--- src/rtl/cpu_pkg.sv ---
// cpu_pkg: definitions shared by the pipelined MIPS-subset CPU.
//   - Reset and exception vector defaults used by the fetch unit.
//   - fetch_entry_t: one prefetched {instruction, pc} pair.
//   - NOP_INSTR: the word decode sees when no instruction is available.
//   - next_seq_pc(): sequential successor of a fetch PC. It wraps modulo 2^32.
package cpu_pkg;

  localparam logic [31:0] RESET_PC_DEF  = 32'h0000_0000;
  localparam logic [31:0] ILLOP_VEC_DEF = 32'h8000_0004;
  localparam logic [31:0] XADR_VEC_DEF  = 32'h8000_0008;
  localparam logic [31:0] NOP_INSTR     = 32'h0000_0000;

  typedef struct packed {
    logic [31:0] instr;
    logic [31:0] pc;
  } fetch_entry_t;

  // Plain 32-bit add: 32'hFFFF_FFFC steps to 32'h0000_0000.
  function automatic logic [31:0] next_seq_pc(input logic [31:0] pc);
    return pc + 32'd4;
  endfunction

endpackage

--- src/rtl/fetch_fifo.sv ---
// fetch_fifo: register-based circular buffer of fetch_entry_t.
//   clk, reset        : clock, asynchronous active-low reset
//   push, push_entry  : write push_entry at the tail this cycle
//   pop               : drop the head entry this cycle
//   flush             : empty the buffer. It overrides push and pop.
//   head_entry        : entry at the read pointer. It is stale when count==0.
//   count             : occupied entries, 0..DEPTH
//   full              : count == DEPTH
// A push is accepted when the buffer is not full, or when a pop frees a slot
// in the same cycle. A pop is accepted only when the buffer is non-empty.
// DEPTH must be a power of two, so the pointers wrap without extra compare logic.
module fetch_fifo
  import cpu_pkg::*;
#(
  parameter int DEPTH = 4
) (
  input  logic                     clk,
  input  logic                     reset,
  input  logic                     push,
  input  fetch_entry_t             push_entry,
  input  logic                     pop,
  input  logic                     flush,
  output fetch_entry_t             head_entry,
  output logic [$clog2(DEPTH):0]   count,
  output logic                     full
);

  localparam int AW = $clog2(DEPTH);

  fetch_entry_t      mem [DEPTH];
  logic [AW-1:0]     wr_ptr;
  logic [AW-1:0]     rd_ptr;
  logic [AW:0]       cnt_q;
  logic              pop_ok;
  logic              push_ok;

  assign full    = (cnt_q == (AW+1)'(DEPTH));
  assign pop_ok  = pop && (cnt_q != '0);
  assign push_ok = push && (!full || pop_ok);

  always_ff @(posedge clk or negedge reset) begin
    if (!reset) begin
      wr_ptr <= '0;
      rd_ptr <= '0;
      cnt_q  <= '0;
    end else if (flush) begin
      wr_ptr <= '0;
      rd_ptr <= '0;
      cnt_q  <= '0;
    end else begin
      if (push_ok) wr_ptr <= wr_ptr + 1'b1;
      if (pop_ok)  rd_ptr <= rd_ptr + 1'b1;
      case ({push_ok, pop_ok})
        2'b10:   cnt_q <= cnt_q + 1'b1;
        2'b01:   cnt_q <= cnt_q - 1'b1;
        default: cnt_q <= cnt_q;
      endcase
    end
  end

  // Storage needs no reset. Slots are only read while count says they hold data.
  always_ff @(posedge clk) begin
    if (push_ok && !flush) mem[wr_ptr] <= push_entry;
  end

  assign head_entry = mem[rd_ptr];
  assign count      = cnt_q;

endmodule

--- src/rtl/pipe_fetch_unit.sv ---
// pipe_fetch_unit: instruction-fetch front end. It has a PC generator and a
// DEPTH-entry prefetch buffer between the instruction ROM and decode.
//   clk, reset         : clock, asynchronous active-low reset
//   imem_addr          : fetch address, which is the current PC
//   imem_data          : instruction word at imem_addr
//   imem_valid         : imem_data is valid this cycle. 0 means a wait state.
//   redir_valid/pc     : branch/jump/jr redirect request and its target
//   exc_illop/exc_xadr : take ILLOP_VEC / XADR_VEC
//   out_valid          : buffer head holds an instruction
//   out_instr/pc/pc4   : head instruction, its PC, and PC+4
//   out_ready          : decode accepts the head this cycle
//   buf_count          : occupied buffer entries
// Handshake: the head transfers on a cycle where out_valid && out_ready.
// out_* depend only on registered state and never on out_ready. A fetch word
// transfers on a cycle where imem_valid is high and the buffer has room, or
// frees room by popping in the same cycle. imem_addr only moves after such a
// transfer or after a flush, so it stays stable across wait states.
// Flush priority is exc_illop > exc_xadr > redir_valid. A flush takes effect
// atomically: the PC is loaded, the buffer empties, and any push or pop in
// that cycle is discarded.
module pipe_fetch_unit
  import cpu_pkg::*;
#(
  parameter int          DEPTH     = 4,
  parameter logic [31:0] RESET_PC  = RESET_PC_DEF,
  parameter logic [31:0] ILLOP_VEC = ILLOP_VEC_DEF,
  parameter logic [31:0] XADR_VEC  = XADR_VEC_DEF
) (
  input  logic                     clk,
  input  logic                     reset,
  output logic [31:0]              imem_addr,
  input  logic [31:0]              imem_data,
  input  logic                     imem_valid,
  input  logic                     redir_valid,
  input  logic [31:0]              redir_pc,
  input  logic                     exc_illop,
  input  logic                     exc_xadr,
  output logic                     out_valid,
  output logic [31:0]              out_instr,
  output logic [31:0]              out_pc,
  output logic [31:0]              out_pc4,
  input  logic                     out_ready,
  output logic [$clog2(DEPTH):0]   buf_count
);

  logic [31:0]          pc_q;
  logic [31:0]          pc_d;
  logic [31:0]          target;
  logic                 flush;
  logic                 push;
  logic                 pop;
  logic                 full;
  logic [$clog2(DEPTH):0] count;
  fetch_entry_t         head_entry;
  fetch_entry_t         push_entry;

  // The target is used verbatim. PC[31] comes from the vector or the redirect.
  always_comb begin
    target = redir_pc;
    if (exc_illop)     target = ILLOP_VEC;
    else if (exc_xadr) target = XADR_VEC;
  end

  assign flush = exc_illop || exc_xadr || redir_valid;
  assign pop   = out_valid && out_ready;
  assign push  = !flush && imem_valid && (!full || pop);

  assign push_entry.instr = imem_data;
  assign push_entry.pc    = pc_q;

  always_comb begin
    pc_d = pc_q;
    if (flush)     pc_d = target;
    else if (push) pc_d = next_seq_pc(pc_q);
  end

  always_ff @(posedge clk or negedge reset) begin
    if (!reset) pc_q <= RESET_PC;
    else        pc_q <= pc_d;
  end

  fetch_fifo #(
    .DEPTH (DEPTH)
  ) u_fifo (
    .clk        (clk),
    .reset      (reset),
    .push       (push),
    .push_entry (push_entry),
    .pop        (pop),
    .flush      (flush),
    .head_entry (head_entry),
    .count      (count),
    .full       (full)
  );

  assign imem_addr = pc_q;
  assign buf_count = count;
  assign out_valid = (count != '0);

  // An empty buffer presents a bubble: nop at pc 0.
  assign out_instr = out_valid ? head_entry.instr : NOP_INSTR;
  assign out_pc    = out_valid ? head_entry.pc    : 32'h0;
  assign out_pc4   = out_pc + 32'd4;

endmodule

--- config.mk ---
export PLATFORM = sky130hd
export DESIGN_NAME = pipe_fetch_unit
export DESIGN_NICKNAME = d
export VERILOG_FILES = /design/src/rtl/cpu_pkg.sv /design/src/rtl/fetch_fifo.sv /design/src/rtl/pipe_fetch_unit.sv
export SDC_FILE = /design/constraint.sdc
export NUM_CORES = 1
export LEC_CHECK = 0
export CAP_MARGIN = 20
export CORE_ASPECT_RATIO = 0.7
export CORE_UTILIZATION = 47
export DETAILED_ROUTE_END_ITERATION = 6
export PLACE_DENSITY = 0.7
export SLEW_MARGIN = 10
export SYNTH_ARGS = -nofsm -noshare
export SYNTH_HDL_FRONTEND = slang
export SYNTH_SLANG_ARGS = --single-unit
--- constraint.sdc ---
create_clock -name clk -period 4.3 [get_ports clk]
set_clock_uncertainty 0.1 [all_clocks]
set_input_delay 0.645 -clock clk [delete_from_list [all_inputs] [get_ports clk]]
set_output_delay 0.645 -clock clk [all_outputs]
set_load 0.02 [all_outputs]
# Word level (Yosys, flattened, before mapping)
# Memories as Yosys holds them, arrays and structs flattened.
# Index checks and enable logic that the tools add are counted.
[op_classes] add_sub_neg=6 multipliers=0 div_mod_pow=0 order_cmp=0 eq_ne=3 n_shift=0 n_mux=14 bitwise=0 n_reduce_logical=17
[ops] cell="2-to-1 mux 32 bit" count=6
[ops] cell="adder 32 x 3 -> 32 bit, second input constant" count=2
[ops] cell="2-to-1 mux 2 bit" count=4
[ops] cell="logical AND 1 bit" count=6
[ops] cell="one-hot mux 3 bit (2 select lines)" count=1
[ops] cell="nonzero test 2 bit" count=3
[ops] cell="nonzero test 3 bit" count=2
[ops] cell="adder 2 x 1 -> 2 bit, second input constant" count=2
[ops] cell="logical OR 1 bit" count=4
[ops] cell="adder 3 x 1 -> 3 bit, second input constant" count=1
[ops] cell="== test 3 bit, second input constant" count=1
[ops] cell="2-to-1 mux 3 bit" count=1
[ops] cell="subtractor 3 x 1 -> 3 bit, second input constant" count=1
[ops] cell="== test 2 x 1 -> 1 bit, second input constant" count=1
[ops] cell="== test 2 bit, second input constant" count=1
[ops] cell="logical NOT 1 bit" count=2
[ops] cell="2-to-1 mux 1 bit" count=2
[word_totals] ff_bits=39 latch_bits=0 ramBits=256 mem_bits_ro=0 input_bits=71 word_cells=45 mem_count=1
[memory_table] memory="u_fifo.mem" words=4 word_bits=64 rd=1 rd_ports_with_merged_regs=0 write_ports=1 line_no="fetch_fifo.sv:30" text="fetch_entry_t mem [DEPTH];"

# Longest topological paths before layout
# Gate-level depths: netlist of run 1.
[depth] ltp_word=9 ltp_mapped=12 mapped_depth_nobuf=9

# By module
# A second synthesis of run 1 with hierarchy kept.
[hier_totals] hier_cells=770 hier_area_um2=12734.7
[by_module_without_submodules] mod="fetch_fifo" instances=1 cells_each=400 area_per_inst_um2=9799.4
[by_module_without_submodules] mod="pipe_fetch_unit" instances=1 cells_each=370 area_per_inst_um2=2935.3

# Worst setup path after synthesis of run 1
# Ideal clock, no wire load.
[synth_timing] kind="register -> output" startpoint="register u_fifo.cnt_q[0], in the netlist u_fifo.count[0]" endpoint="output out_pc4[22]" t_arrival_ps=3393 required_ps=3555 path_slack_ps=162 path_stages_with_launch=13 path_cell_list="dfrtp_1 -> nor3_1 -> inv_1 -> clkbuf_1 -> clkbuf_1 -> clkbuf_1 -> and2_1 -> ha_1 -> nand3_4 -> nor2_8 -> nand4_4 -> or4_1 -> a21oi_1"
[synth_between] elab_chain_len=3
[synth_rtl] element="start, declared" line_no="fetch_fifo.sv:33" text="logic [AW:0] cnt_q;"
[synth_rtl] element="start signal, assigned" line_no="fetch_fifo.sv:54" text="2'b10: cnt_q <= cnt_q + 1'b1;"
[synth_rtl] element="start signal, assigned" line_no="fetch_fifo.sv:55" text="2'b01: cnt_q <= cnt_q - 1'b1;"
[synth_rtl] element="start signal, assigned" line_no="fetch_fifo.sv:56" text="default: cnt_q <= cnt_q;"
[synth_rtl] element="nonzero test 3 bit" line_no="pipe_fetch_unit.sv:98" text="assign out_valid = (count != '0);"
[synth_rtl] element="2-to-1 mux 32 bit" line_no="pipe_fetch_unit.sv:102" text="assign out_pc = out_valid ? head_entry.pc : 32'h0;"
[synth_rtl] element="named net out_pc[2]" line_no="pipe_fetch_unit.sv:40" text="output logic [31:0] out_pc,"
[synth_rtl] element="adder 32 x 3 -> 32 bit" line_no="pipe_fetch_unit.sv:103" text="assign out_pc4 = out_pc + 32'd4;"
[synth_rtl] element="end, declared" line_no="pipe_fetch_unit.sv:41" text="output logic [31:0] out_pc4,"
# The timed path passes the listed nets, and every way through them passes these cells.

# Worst setup path after layout of run 1
[layout_timing] startpoint="register u_fifo.rd_ptr[0]" endpoint="output out_pc4[25]"
[layout_between] elab_chain_len=3
[layout_rtl] element="start, declared" line_no="fetch_fifo.sv:32" text="logic [AW-1:0] rd_ptr;"
[layout_rtl] element="start signal, assigned" line_no="fetch_fifo.sv:52" text="if (pop_ok) rd_ptr <= rd_ptr + 1'b1;"
[layout_rtl] element="memory read (4 x 64 bit)"
[layout_rtl] element="2-to-1 mux 32 bit" line_no="pipe_fetch_unit.sv:102"
[layout_rtl] element="adder 32 x 3 -> 32 bit" line_no="pipe_fetch_unit.sv:103"
# No other way between the ends.

==> impl_metrics.csv, run 1 <==
group,metric,value,unit
run_status,outcome,"finished, final reports clean",
grt,grt_max_degree,65,
sta,tightest_slew,0.942,ns
logic_synthesis,synth_edf_count,256,
sta,rsz0062_at_grt,"no",
place,pre_cts_ws,0.429,ns
power,peakVddDrop,0.000278,V
sta,layout_min_cycle_time,4.14,ns
grt,grt_pass1_vias,7805,
sta,final.setup.tns,0,ns
sta,slew_headroom,37.2,%
layout,antenna_cells,0,
logic_synthesis,ys_types,56,
logic_synthesis,synth_common_cells,"256 x edfxtp_1, 58 x and2_1, 55 x nand2_1",
clock_tree,clock_sinks,295,
power,p_comb_share,5.0,%
grt,grt_first_pass_wirelength,45000,µm
power,p_seq_share,53.9,%
die,die-area,28000,µm²
power,p_int,0.00466,W
worst_setup_path,critPathKind,"flop to primary output",
logic_synthesis,ys.warnings.count,0,
power,power.leakage,5.68,nW
worst_hold_path,hold_class,"input port to async pin",
logic_synthesis,synthTopCellsByArea,"edfxtp_1 60%, mux4_2 9.1%, dfrtp_1 7.6%",
logic_synthesis,netlist.top_cell.by_area,"edfxtp_1",
job,maxCapViolCount,0,
routing,drt_iter0_markers,544,
place,gp_congestion,0.845,
sta,fmax,242,MHz
routing,drc_errors,0,
sta,final_max_slew_viol_count,0,
layout,drive_gt1_share,14.7,%
power,p_sw_share,20.6,%
logic_synthesis,netlist_instances,782,
clock_tree,cts-root-buf,"clkbuf_16",
worst_setup_path,start_kind,"flop",
sta,setup_slack,0.163,ns
logic_synthesis,synth.top_cell.area_share,59.9,%
power,power,0.00587,W
logic_synthesis,yosysSeqAreaShare,67.5,%
sta,hold_violations,0,
sta,hold_slack,0.154,ns
die,die_h,140,µm
logic_synthesis,syn_area_per_cell,16.4,µm²
power,powerDensity,360,nW/µm²
die,start_util,47.9,%
logic_synthesis,syn_area,12800,µm²
clock_tree,ctsHoldBuffers,0,
logic_synthesis,syn_nets,860,
die,die_w,199,µm
sta,finalCritPeriodShare,96.2,%
die,ios,203,
die,rows,50,
place,port_buffers,202,
clock_tree,clockBufferDepth,3,
clock_tree,cts-buffers-inserted,28,
logic_synthesis,synth_async_sr_flop_share,13.2,%
power,p_switching,0.00121,W
power,clockPowerShare,41.2,%
clock_tree,htreeDepth,1,
die,core-area,26800,µm²
routing,postRouteWirelength,29200,µm
place,dp_hpwl,19600,µm
layout,fin_area,16300,µm²
clock_tree,clock_latency,0.53,ns
grt,grt_overflow,0,
clock_tree,cts_tree,"built",
layout,nets,1078,
layout,area_growth,27.2,%
routing,vias,7576,
worst_setup_path,worstSetupEndpointType,"primary output",
clock_tree,path_clk_slew,0.07,ns
routing,final_antenna_net_count,0,
grt,grt_use_total,21.2,%
logic_synthesis,ys_ff_latch,295,
routing,via_per_inst,5.47,
logic_synthesis,synthFlopType,"edfxtp_1",
logic_synthesis,synth_most_common_cell,"edfxtp_1",
worst_setup_path,crit_fanout,36,
routing,drtPass1Iterations,6,
layout,fillers,2060,
routing,wl_per_cell,21.1,µm
sta,finalSetupViolCount,0,
grt,antenna_found_initial,0,
place,place_area,15300,µm²
worst_setup_path,required,3.56,ns
worst_setup_path,cp.arrival,3.39,ns
==> layout by cell type (no fill, tap or decap), types with 22 or more instances in the layout <==
cell,netlist,layout
nor2_1,41,41
edfxtp_1,256,256
clkdlybuf4s50_1,0,187
nand3_1,25,24
a21oi_1,22,22
and2_1,58,59
mux4_2,52,52
xnor2_1,34,34
dfrtp_1,39,37
nand2_1,55,55
clkbuf_16,0,29
==> final cells by class <==
| type | count | area, µm² | area share (%) |
|---|---|---|---|
| clock buffer | 37 | 776 | 4.75 |
| multi-input combinational | 434 | 3930 | 24.1 |
| sequential | 295 | 8670 | 53.1 |
| clock inverter | 14 | 134 | 0.821 |
| timing repair buffer | 225 | 2290 | 14.0 |
| inverter | 16 | 60.1 | 0.368 |
| tap | 364 | 455 | 2.79 |
==> through the flow <==
| step | std cells | util, % |
|---|---|---|
| finish | 1385 | 60.9 |
| global route | 1385 | 60.9 |
| CTS | 1384 | 60.7 |
| detailed placement | 1333 | 57.2 |
| global placement | 1333 | 57.2 |
| floorplan | 782 | - |
==> critical path, stage by stage, from the launching register on <==
cell	delay, ns
dfrtp_4	0.50
buf_16	0.26
mux4_1	0.63
and4_1	0.29
nand3_1	0.14
nand4b_1	0.13
buf_4	0.14
xnor2_1	0.11
clkdlybuf4s50_1	0.62
==> cells by family (layout without fill, tap and decap cells) <==
group,Yosys count,count (layout),share of synthesized area (%)
XOR/XNOR,54,54,3.69
adder cells (fa/ha/maj),7,7,0.741
buffers and inverters,53,292,2.25
multiplexers,72,72,12.3
flip-flops,295,295,67.5
AO/OA/AOI/OAI,53,53,2.75
AND/OR/NAND/NOR,248,248,10.7
==> path summary, 6_finish.rpt <==
check                            startpoint          endpoint  slack (ns)  cells after the start
hold / removal                        reset     imem_addr[25]        0.15                      1
setup / recovery           u_fifo.rd_ptr[0]       out_pc4[25]        0.16                      8
min in group clk           u_fifo.wr_ptr[1]  u_fifo.wr_ptr[1]        0.48                      2
max in group asynchronous             reset  u_fifo.rd_ptr[0]        3.24                      1
hold reg to reg            u_fifo.wr_ptr[1]  u_fifo.wr_ptr[1]        0.48                      2
setup reg to reg              imem_addr[15]     imem_addr[30]        1.66                      6
==> repair_timing <==
action	in CTS	in global routing
resized for setup	8	21
buffers inserted	0	1
setup endpoints to repair	9	13
pin swaps	2	2
==> registers in the layout, summed over array words and instances (netlist names) <==
register,cells
u_fifo.mem,256
u_fifo.count,3
imem_addr,32
u_fifo.rd_ptr,2
u_fifo.wr_ptr,2
==> layer usage <==
| layer | wire length (µm) | vias to the layer above | global-route usage [%] |
|---|---|---|---|
| li1 | - | 3447 | - |
| met1 | 13700 | 3823 | 32.1 |
| met2 | 13000 | 273 | 31.8 |
| met3 | 1990 | 33 | 4.33 |
| met4 | 503 | 0 | 4.38 |
| met5 | 0 | - | 0 |
==> power by group through the flow <==
stage	registers [W]	clock network, W	logic, W
after CTS	0.00316	0.00247	0.000295
after global routing	0.00316	0.00257	0.000315
after floorplan	0.00322	0	0.000109
final	0.00316	0.00242	0.000293
after global placement	0.00322	0	0.000291
after detailed placement	0.00322	0	0.000293
(Power assumes the default switching activity.)
==> run 2, diff against run 1 <==
--- a/config.mk
+++ b/config.mk
@@ -5,9 +5,10 @@
 export SDC_FILE = /design/constraint.sdc
 export NUM_CORES = 1
 export LEC_CHECK = 0
-export CAP_MARGIN = 20
+export CAP_MARGIN = 25
 export CORE_ASPECT_RATIO = 0.7
 export CORE_UTILIZATION = 47
+export CTS_CLUSTER_SIZE = 8
 export DETAILED_ROUTE_END_ITERATION = 6
 export PLACE_DENSITY = 0.7
 export SLEW_MARGIN = 10
==> impl_metrics.csv, run 2 (synthesized netlist as in run 1, its figures left out) <==
group,metric,value,unit
grt,grt_overflow,0,
routing,drt_iter0_markers,557,
worst_setup_path,r2r_slack,1.67,ns
sta,rsz0062_at_grt,"yes",
grt,grt_first_pass_wirelength,45500,µm
grt,grt_use_total,21.5,%
clock_tree,clockBufferDepth,3,
routing,vias,7624,
routing,postRouteWirelength,29600,µm
worst_setup_path,start_kind,"flop",
routing,wl_per_cell,21.2,µm
worst_setup_path,critPathMaxStageDelay,0.61,ns
layout,fin_area,16600,µm²
sta,finalCritPeriodShare,98.3,%
sta,hold_slack,0.152,ns
place,gp_congestion,0.845,
layout,drive_gt1_share,15.2,%
layout,largest_reg_flops,256,
grt,grt_pass1_vias,7825,
clock_tree,cts_tree,"built",
worst_setup_path,path_cells,"buf_16 > mux4_1 > nand2_1 > a2111oi_4 > nand4b_1 > nor2_2 > xor2_1 > clkdlybuf4s50_1",
layout,final_common_cell,"edfxtp_1",
worst_setup_path,crit_buf_inv,2,
die,start_util,47.9,%
layout,layout_common_cells,"256 x edfxtp_1, 190 x clkdlybuf4s50_1, 58 x and2_1, 55 x nand2_1, 52 x mux4_2",
worst_setup_path,timing.critical_path.from,"u_fifo.rd_ptr[0]",
sta,hold_violations,0,
routing,final_antenna_net_count,0,
worst_setup_path,rr_endpoint,"imem_addr[31]",
worst_hold_path,hold_class,"input port to async pin",
die,ios,203,
worst_setup_path,cp.arrival,3.48,ns
place,pre_cts_ws,0.429,ns
worst_setup_path,reg2regPathDepth,6,
die,die-area,28000,µm²
layout,fin_cells,1396,
worst_setup_path,r2r_start,"imem_addr[9]",
clock_tree,clock_latency,0.52,ns
clock_tree,htreeDepth,2,
sta,fmax,237,MHz
clock_tree,clock_sinks,295,
worst_setup_path,crit_fanout,18,
layout,nets,1093,
grt,antenna_found_initial,0,
layout,top_register,"u_fifo.mem",
die,rows,50,
place,port_buffers,202,
sta,setup_slack,0.0744,ns
worst_setup_path,slowest_stage,"clkdlybuf4s50_1",
layout,area_growth,29.5,%
power,peakVddDrop,0.000270,V
place,dp_hpwl,19600,µm
sta,slew_headroom,36.9,%
routing,drc_errors,0,
sta,final_max_slew_viol_count,0,
grt,grt_max_degree,65,
worst_setup_path,worstSetupEndpointType,"primary output",
routing,drtPass1Iterations,5,
die,die_h,140,µm
sta,finalSetupViolCount,0,
job,maxCapViolCount,0,
clock_tree,cts-root-buf,"clkbuf_16",
worst_setup_path,critPathKind,"flop to primary output",
run_status,outcome,"finished, final reports clean",
clock_tree,cts-buffers-inserted,42,
layout,fin_util,62.0,%
die,core-area,26800,µm²
layout,antenna_cells,0,
clock_tree,path_clk_slew,0.05,ns
place,place_area,15300,µm²
worst_setup_path,cp_num_cells,8,
worst_setup_path,crit_family,"buffers and inverters",
sta,tightest_slew,0.947,ns
worst_setup_path,required,3.56,ns
place,place_inst,1333,
routing,via_per_inst,5.46,
sta,layout_min_cycle_time,4.23,ns
die,die_w,199,µm
power,power.leakage,5.80,nW
power,powerDensity,386,nW/µm²
==> run 2: cell count changes in the layout (fill, tap and decap cells not counted), moves of 2 or more <==
cell,previous run,this run
clkbuf_8,3,0
clkinv_1,5,1
clkbuf_1,6,16
clkinvlp_4,2,0
dlygate4sd2_1,3,0
bufinv_16,2,0
clkdlybuf4s50_1,187,190
clkbuf_16,29,44
clkinv_4,2,0
clkinv_2,3,0
clkinv_8,0,2
==> run 2: final cells by class <==
cell class / instances / area, µm²
Timing Repair Buffer: 226 / 2320
Sequential cell: 295 / 8670
Clock buffer: 59 / 1140
Fill cell: 2022 / 10200
Inverter: 16 / 60.1
Clock inverter: 2 / 32.5
Multi-Input combinational cell: 434 / 3940
Tap cell: 364 / 455
==> run 2: worst max-delay path by stage <==
stage,slack [ns],end
2_1_floorplan,0.16,out_pc4[22]
3_3_place_gp,0.47,out_pc4[22]
3_5_place_dp,0.43,out_pc4[31]
4_1_cts,-0.01,out_pc4[21]
5_1_grt,-0.10,out_pc4[31]
6_report,0.07,out_pc4[31]
==> run 2: power breakdown <==
part | switching (W) | leakage, nW | total, W | internal [W]
logic | 0.000148 | 2.39 | 0.000293 | 0.000144
registers | 0.0000356 | 2.85 | 0.00317 | 0.00314
clock network | 0.00113 | 0.563 | 0.00294 | 0.00181
total | 0.00132 | 5.80 | 0.00641 | 0.00509
==> run 2: what timing repair did <==
| action | in CTS | in global routing |
|---|---|---|
| setup endpoints to repair | 8 | 15 |
| hold buffers | 0 | 0 |
| pin swaps | 1 | 2 |
| resized for setup | 3 | 23 |
| cloned | 0 | 1 |
| setup buffers | 0 | 1 |
==> run 2: per-layer routing <==
metal / GRT usage [%] / share of wire (%) / vias to the layer above
li1: - / - / 3466
met1: 32.8 / 47 / 3825
met2: 31.3 / 44 / 301
met3: 5.32 / 7.7 / 32
met4: 4.62 / 1.4 / 0
met5: 0 / 0 / -
==> run 2: per-stage QoR <==
step	total power, W	setup TNS, ns
after floorplan	0.00333	0
after global placement	0.00351	0
after detailed placement	0.00352	0
after global routing	0.00660	-0.104
final	0.00641	0
after CTS	0.00645	-0.00996
==> run 3, diff against run 2 <==
--- a/config.mk
+++ b/config.mk
@@ -10,7 +10,7 @@
 export CORE_UTILIZATION = 47
 export CTS_CLUSTER_SIZE = 8
 export DETAILED_ROUTE_END_ITERATION = 6
-export PLACE_DENSITY = 0.7
+export PLACE_DENSITY = 0.72
 export SLEW_MARGIN = 10
 export SYNTH_ARGS = -nofsm -noshare
 export SYNTH_HDL_FRONTEND = slang
==> impl_metrics.csv, run 3 (synthesized netlist as in run 1, its figures left out) <==
group,metric,value,unit
worst_setup_path,critPathMaxStageDelay,0.63,ns
clock_tree,cts-root-buf,"clkbuf_16",
place,gp_congestion,0.916,
worst_setup_path,timing.critical_path.from,"u_fifo.rd_ptr[1]",
grt,grt_max_degree,52,
grt,grt_use_total,21.2,%
sta,layout_min_cycle_time,4.15,ns
worst_setup_path,crit_family,"buffers and inverters",
layout,area_growth,29.6,%
layout,antenna_cells,0,
routing,wl_per_cell,20.8,µm
layout,largest_reg_flops,256,
sta,hold_violations,0,
power,power.leakage,5.81,nW
clock_tree,cts-buffers-inserted,42,
sta,slew_headroom,54.7,%
die,ios,203,
worst_hold_path,hold_class,"input port to async pin",
clock_tree,cts_tree,"built",
clock_tree,path_clk_slew,0.05,ns
clock_tree,postCtsSetupRepairBufs,0,
power,power,0.00641,W
sta,final_max_slew_viol_count,0,
sta,finalSetupViolCount,0,
power,powerDensity,386,nW/µm²
routing,drtPass1Iterations,6,
clock_tree,clockBufferDepth,3,
clock_tree,htreeDepth,2,
layout,nets,1095,
die,core-area,26800,µm²
routing,drc_errors,0,
place,port_buffers,202,
run_status,outcome,"finished, final reports clean",
grt,grt_pass1_vias,7648,
routing,final_antenna_net_count,0,
die,die-area,28000,µm²
place,place_inst,1335,
grt,antenna_found_initial,0,
layout,final_common_cell,"edfxtp_1",
die,rows,50,
grt,grt_overflow,0,
worst_setup_path,path_cells,"buf_4 > mux4_1 > nand2_1 > nor3_4 > nor2b_2 > nand3_1 > xnor2_1 > clkdlybuf4s50_1",
die,die_h,140,µm
sta,fmax,241,MHz
place,place_area,15400,µm²
routing,via_per_inst,5.44,
place,dp_hpwl,19700,µm
layout,layout_common_cells,"256 x edfxtp_1, 188 x clkdlybuf4s50_1, 58 x and2_1, 55 x nand2_1, 52 x mux4_2",
sta,rsz0062_at_grt,"no",
worst_setup_path,slowest_stage,"clkdlybuf4s50_1",
worst_setup_path,start_kind,"flop",
worst_setup_path,critPathKind,"flop to primary output",
clock_tree,clock_sinks,295,
layout,drive_gt1_share,14.9,%
power,peakVddDrop,0.000246,V
sta,tightest_slew,0.676,ns
worst_setup_path,worstSetupEndpointType,"primary output",
worst_setup_path,cp.arrival,3.41,ns
sta,finalCritPeriodShare,96.6,%
routing,vias,7616,
routing,postRouteWirelength,29200,µm
worst_setup_path,crit_fanout,15,
grt,grt_first_pass_wirelength,44500,µm
layout,top_register,"u_fifo.mem",
routing,drt_iter0_markers,484,
worst_setup_path,required,3.56,ns
worst_setup_path,r2r_start,"imem_addr[15]",
layout,fin_cells,1400,
worst_setup_path,crit_buf_inv,2,
die,start_util,47.9,%
job,maxCapViolCount,0,
die,die_w,199,µm
clock_tree,clock_latency,0.53,ns
layout,fin_area,16600,µm²
-- run 3: cell types whose count changed in the layout (fill, tap and decap cells not counted), sizes merged --
cell / previous run / this run
dlygate4sd3: 0 / 1
dlygate4sd2: 0 / 3
inv: 15 / 17
clkdlybuf4s50: 190 / 188
clkinv: 3 / 2
buf: 24 / 26
dlymetal6s2s: 10 / 9
-- run 3: area by class of cell --
cell class | count | area, µm²
fill | 1995 | 10200
sequential | 295 | 8670
multi-input combinational | 434 | 3920
timing repair buffer | 228 | 2340
clock buffer | 60 | 1120
tap | 364 | 455
inverter | 16 | 60.1
clock inverter | 3 | 56.3
-- run 3: final timing paths --
| path | endpoint | slack [ns] | cells after the start |
|---|---|---|---|
| worst min-delay path | imem_addr[24] | 0.39 | 2 |
| worst max register to register | imem_addr[30] | 1.70 | 6 |
| max in group asynchronous | u_fifo.rd_ptr[0] | 3.25 | 3 |
| worst max-delay path | out_pc4[15] | 0.15 | 8 |
| min in group clk | u_fifo.wr_ptr[1] | 0.48 | 2 |
| worst min register to register | u_fifo.wr_ptr[1] | 0.48 | 2 |
-- run 3: what timing repair did --
item                                    CTS  global route
pin swaps                                 1             1
hold buffers                              0             1
endpoints found under the setup margin   13            12
resized for setup                        12            13
endpoints found under the hold margin     0             7
-- run 3: power breakdown --
group / total [W] / switching [W] / internal, W
registers: 0.00317 / 0.0000351 / 0.00314
logic: 0.000297 / 0.000150 / 0.000148
clock network: 0.00295 / 0.00115 / 0.00179
total: 0.00641 / 0.00134 / 0.00508
-- run 3: layer usage --
layer | global-route usage [%] | wire length (µm) | up-vias
met1 | 31.2 | 13500 | 3836
met2 | 31.4 | 12900 | 277
li1 | - | - | 3465
met5 | 0 | 0 | -
met3 | 5.61 | 2350 | 38
met4 | 5.18 | 417 | 0
-- run 3: per-stage QoR --
stage	TNS [ns]	hold slack, ns	utilization (%)	setup WS [ns]
final	0	0.389	62.1	0.146
after global routing	0	0.430	62.1	0.00255
after CTS	-0.0418	0.162	61.9	-0.0303
after detailed placement	0	0.470	57.3	0.360
after global placement	0	0.462	57.3	0.372
after floorplan	0	0.249	-	0.162
